<file path="src/rtl/branch_predictor_btb.sv">
// Direct-mapped, tagged branch target buffer with saturating direction counters.
// Optional BTB_STATS_EN adds resolve/mispredict statistic counters.
module branch_predictor_btb #(
  parameter int unsigned ENTRIES  = 16,
  parameter int unsigned CTR_BITS = 2,
  parameter int unsigned WORD_W   = 32
) (
  input  logic              CLK,
  input  logic              nRST,
  input  logic [WORD_W-1:0] lookup_pc,
  output logic              pred_hit,
  output logic              pred_taken,
  output logic [WORD_W-1:0] pred_target,
  input  logic              res_valid,
  input  logic [WORD_W-1:0] res_pc,
  input  logic              res_is_jump,
  input  logic              res_taken,
  input  logic [WORD_W-1:0] res_target,
  input  logic              res_pred_taken,
  input  logic [WORD_W-1:0] res_pred_target,
  input  logic              inval_all,
`ifdef BTB_STATS_EN
  output logic [31:0]       stat_resolved,
  output logic [31:0]       stat_mispred,
`endif
  output logic              mispredict,
  output logic [WORD_W-1:0] redirect_pc
);

  localparam int unsigned IDX_W = $clog2(ENTRIES);
  localparam int unsigned TAG_W = WORD_W - IDX_W - 2;
  localparam logic [CTR_BITS-1:0] CTR_MAX  = '1;
  localparam logic [CTR_BITS-1:0] CTR_WEAK = CTR_BITS'(1 << (CTR_BITS - 1));

  logic [ENTRIES-1:0]  r_valid;
  logic [TAG_W-1:0]    r_tag    [ENTRIES];
  logic [WORD_W-1:0]   r_target [ENTRIES];
  logic [CTR_BITS-1:0] r_ctr    [ENTRIES];

  logic [IDX_W-1:0] w_lk_idx;
  logic [TAG_W-1:0] w_lk_tag;
  logic [IDX_W-1:0] w_res_idx;
  logic [TAG_W-1:0] w_res_tag;
  logic             w_res_hit;
  logic             w_res_taken;
  logic             w_mispredict;
  logic             w_unused;

  assign w_lk_idx  = lookup_pc[IDX_W+1:2];
  assign w_lk_tag  = lookup_pc[WORD_W-1:IDX_W+2];
  assign w_res_idx = res_pc[IDX_W+1:2];
  assign w_res_tag = res_pc[WORD_W-1:IDX_W+2];
  assign w_unused  = ^{lookup_pc[1:0], res_pc[1:0]};

  // Zero-latency lookup against the pre-update table contents
  assign pred_hit    = r_valid[w_lk_idx] && (r_tag[w_lk_idx] == w_lk_tag);
  assign pred_taken  = pred_hit && r_ctr[w_lk_idx][CTR_BITS-1];
  assign pred_target = pred_taken ? r_target[w_lk_idx] : lookup_pc + WORD_W'(4);

  assign w_res_hit   = r_valid[w_res_idx] && (r_tag[w_res_idx] == w_res_tag);
  assign w_res_taken = res_taken || res_is_jump;

  assign w_mispredict = res_valid &&
                        ((res_taken != res_pred_taken) ||
                         (res_taken && (res_target != res_pred_target)));
  assign mispredict   = w_mispredict;
  assign redirect_pc  = !w_mispredict ? '0 :
                        res_taken     ? res_target : res_pc + WORD_W'(4);

  // Table training; invalidate wins over a same-cycle update
  always_ff @(posedge CLK or negedge nRST) begin
    if (!nRST) begin
      r_valid <= '0;
      for (int i = 0; i < int'(ENTRIES); i++) begin
        r_tag[i]    <= '0;
        r_target[i] <= '0;
        r_ctr[i]    <= '0;
      end
    end else if (inval_all) begin
      r_valid <= '0;
    end else if (res_valid) begin
      if (w_res_hit) begin
        if (res_is_jump) begin
          r_ctr[w_res_idx]    <= CTR_MAX;
          r_target[w_res_idx] <= res_target;
        end else if (res_taken) begin
          if (r_ctr[w_res_idx] != CTR_MAX) r_ctr[w_res_idx] <= r_ctr[w_res_idx] + CTR_BITS'(1);
          r_target[w_res_idx] <= res_target;
        end else if (r_ctr[w_res_idx] != '0) begin
          r_ctr[w_res_idx] <= r_ctr[w_res_idx] - CTR_BITS'(1);
        end
      end else if (w_res_taken) begin
        r_valid[w_res_idx]  <= 1'b1;
        r_tag[w_res_idx]    <= w_res_tag;
        r_target[w_res_idx] <= res_target;
        r_ctr[w_res_idx]    <= res_is_jump ? CTR_MAX : CTR_WEAK;
      end
    end
  end

`ifdef BTB_STATS_EN
  logic [31:0] r_stat_resolved;
  logic [31:0] r_stat_mispred;

  // Saturating event counters, cleared together with the table
  always_ff @(posedge CLK or negedge nRST) begin
    if (!nRST) begin
      r_stat_resolved <= '0;
      r_stat_mispred  <= '0;
    end else if (inval_all) begin
      r_stat_resolved <= '0;
      r_stat_mispred  <= '0;
    end else begin
      if (res_valid && (r_stat_resolved != '1)) r_stat_resolved <= r_stat_resolved + 32'd1;
      if (w_mispredict && (r_stat_mispred != '1)) r_stat_mispred <= r_stat_mispred + 32'd1;
    end
  end

  assign stat_resolved = r_stat_resolved;
  assign stat_mispred  = r_stat_mispred;
`endif

endmodule

</file>
<file path="config.mk">
export PLATFORM = sky130hd
export DESIGN_NAME = branch_predictor_btb
export DESIGN_NICKNAME = d
export VERILOG_FILES = /design/src/rtl/branch_predictor_btb.sv
export SDC_FILE = /design/constraint.sdc
export NUM_CORES = 2
export LEC_CHECK = 0
export BUFFER_PORTS_ARGS = -buffer_cell sky130_fd_sc_hd__buf_2
export CORE_MARGIN = 2
export CORE_UTILIZATION = 55
export CTS_BUF_LIST = sky130_fd_sc_hd__clkbuf_8
export CTS_CLUSTER_DIAMETER = 100
export CTS_CLUSTER_SIZE = 16
export DETAILED_ROUTE_END_ITERATION = 16
export HOLD_SLACK_MARGIN = 0.08
export PLACE_DENSITY = 0.76
export SLEW_MARGIN = 0
export SYNTH_ARGS = -nofsm -noshare
export SYNTH_HDL_FRONTEND = slang
export SYNTH_SLANG_ARGS = --single-unit
</file>
<file path="constraint.sdc">
create_clock -name CLK -period 5.2 [get_ports CLK]
set_input_delay 0.26 -clock CLK [delete_from_list [all_inputs] [get_ports CLK]]
set_output_delay 0.26 -clock CLK [all_outputs]
set_load 0.01 [all_outputs]
</file>
==> impl_metrics.tcl <==
set metrics [dict create \
    cts_made_buffers 70 \
    p_leak_nw 24.8 \
    dieArea_um2 96000 \
    fin_worst_skew_ns 0.0428 \
    pin_count 202 \
    rsz0062_at_grt "no" \
    worstMarginPinSlew_ns 1.11 \
    synth_area_leader_cell "dfrtp_1" \
    seqCellArea_um2 24400 \
    netlist_top_cells_area "dfrtp_1, mux2_2, mux4_2, mux2i_1, xnor2_1" \
    die_w_um 310 \
    clk_pin_slew_ns 0.10 \
    grt_max_degree 155 \
    clock_path_buffers 3 \
    fill_cells 7278 \
    synth_top_area_share_pct 47.5 \
    grt_overflow 0 \
    first_pass_iters 5 \
    whs_ns 0.136 \
    irDropWorstVdd_mv 0.238 \
    vias 33200 \
    path_class "reg2out" \
    netlist-cell-type-count 68 \
    rows 112 \
    syn-cell-area_um2 51400 \
    antenna_found_initial 13 \
    slew_violations 0 \
    placedCellCount 4766 \
    dr.first_iter.drc_count 3645 \
    ys_seq_elements 976 \
    vias_per_cell 6.78 \
    routedWlPerCell_um 31.0 \
    finalCriticalPeriod_ns 4.95 \
    hold_class "in2reg" \
    synthTopCellsByCount "dfrtp_1, mux2_2, mux4_2, clkbuf_1, mux2i_1" \
    finalHoldViolations 0 \
    drc 0 \
    yosysSeqAreaShare_pct 47.5 \
    setup_viol 0 \
    hpwl_mm 97.8 \
    dieHeight_um 310 \
    critPathLaunchType "flop" \
    worstSetupEndpointType "output port" \
    ys.warnings.count 0 \
    multi_input_area_um2 25200 \
    avgSynthCellArea_um2 14.5 \
    cp_max_fo 32 \
    cts_max_level 3 \
    outcome "finished, final reports clean" \
    port_buffers 201 \
    track_usage_pct 32.1 \
    r2r_setup_slack_ns 0.75 \
    p_per_area_nw_per_um2 317 \
    async_reset_ff_share_pct 100 \
    drt_wl_total_mm 152 \
    start_util_pct 55.3 \
    synth_cells 3540 \
    ctsResizeCount 0 \
    root_buffer "clkbuf_8" \
    antenna_left 0 \
    core_um2 93000 \
    finalNonFillerCells 4894 \
    synth_edf_count 0 \
    syn_to_final_growth_pct 7.24 \
    grt_pass1_vias 33500 \
    cp.required_ns 4.94 \
    stdcell_area_um2 55100 \
    max_freq_mhz 202 \
    place_congestion 0.939 \
    clk_latency_ns 0.76 \
    synthFlopType "dfrtp_1" \
    grt_pass1_wl_mm 225 \
    cts_tree "done" \
    syn-num-nets 3682 \
    max-cap-violations 0 \
    numClockSinks 976 \
    period_share_pct 95.2 \
    placed_area_um2 53600 \
    cp.arrival_ns 4.69 \
    fin_setup_tns_ns 0 \
    yosysMostFrequentCell "dfrtp_1" \
    maxSlewHeadroom_pct 26.2 \
    nNetsFinal 3772 \
    drive_above_1_share_pct 48.1 \
]
cell usage in the layout (no fill, tap or decap), types with 26 or more instances in the layout:
cell type,Yosys,routed
dfrtp_1,976,976
buf_2,49,192
mux4_2,376,376
a21oi_1,56,56
o21ai_0,27,27
mux2_2,920,920
nor2b_1,26,26
clkbuf_8,0,71
mux2i_1,112,112
a211oi_1,31,31
buf_4,21,113
dlygate4sd3_1,0,46
nor2_1,77,77
nand2_1,85,69
mux2_1,44,44
nand3_1,28,28
inv_1,46,46
xnor2_1,94,94
xor2_1,46,46
flip-flops by register name, indices dropped and copies added, names as in the netlist:
register  count
r_valid      16
r_target    512
r_ctr        32
r_tag       416
logic make-up after synthesis:
kind of cell | count (synthesis) | synth area share (%)
simple gates | 347 | 3.46
buf+inv | 408 | 3.67
xor+xnor | 142 | 2.45
fa+ha+maj | 7 | 0.170
mux | 1457 | 40.0
compound gates | 203 | 2.74
flops | 976 | 47.5
routing by layer:
layer | vias to the layer above | routed length, um | track usage [%]
li1 | 13400 | - | -
met1 | 17700 | 59800 | 44.4
met2 | 1723 | 68900 | 48.4
met3 | 361 | 15800 | 8.61
met4 | 14 | 6980 | 13.1
met5 | - | 94 | 0
final timing paths:
check | startpoint | endpoint | depth (start not counted)
max in group asynchronous | nRST | r_tag[55] | 3
worst min register to register | r_ctr[12] | r_ctr[12] | 1
worst max register to register | r_tag[22] | r_tag[304] | 11
min in group asynchronous | nRST | r_target[451] | 2
worst max-delay path | r_tag[298] | pred_target[8] | 11
worst min-delay path | res_pc[18] | r_tag[90] | 2
where the power goes:
group	switching [W]	internal (W)	total, W
clock	0.00250	0.00125	0.00375
sequential	0.000805	0.00887	0.00968
combinational	0.00177	0.00227	0.00404
total	0.00507	0.0124	0.0175
critical path, stage by stage (launching register included):
cell      delay (ns)
dfrtp_1         0.43
mux4_2          0.46
nor2b_1         0.14
a211oi_1        0.25
a21oi_1         0.20
xnor2_1         0.63
nand4_1         0.16
or3_1           0.38
nor4_4          0.14
buf_4           0.50
mux2_1          0.46
buf_2           0.18
metrics by stage:
| stage | power [W] | util, % | worst slack, ns |
|---|---|---|---|
| floorplan | 0.0124 | - | 1.22 |
| global placement | 0.0136 | 57.6 | 0.634 |
| detailed placement | 0.0138 | 57.6 | 0.608 |
| CTS | 0.0174 | 59.2 | 0.388 |
| global route | 0.0182 | 59.3 | 0.147 |
| finish | 0.0175 | 59.3 | 0.249 |
cell type report:
class                      count  area share, %
clock buffer                  71           1.77
timing repair buffer         377           5.00
antenna                        5         0.0227
inverter                      49          0.334
tap                         1254           2.85
sequential                   976           44.3
multi-input combinational   2156           45.6
clock inverter                 6         0.0998
repair_timing:
action	CTS	global route
endpoints found under the hold margin	765	0
endpoints found under the setup margin	0	0
hold buffers	46	0
buffers inserted	0	0
(Power assumes the default switching activity.)
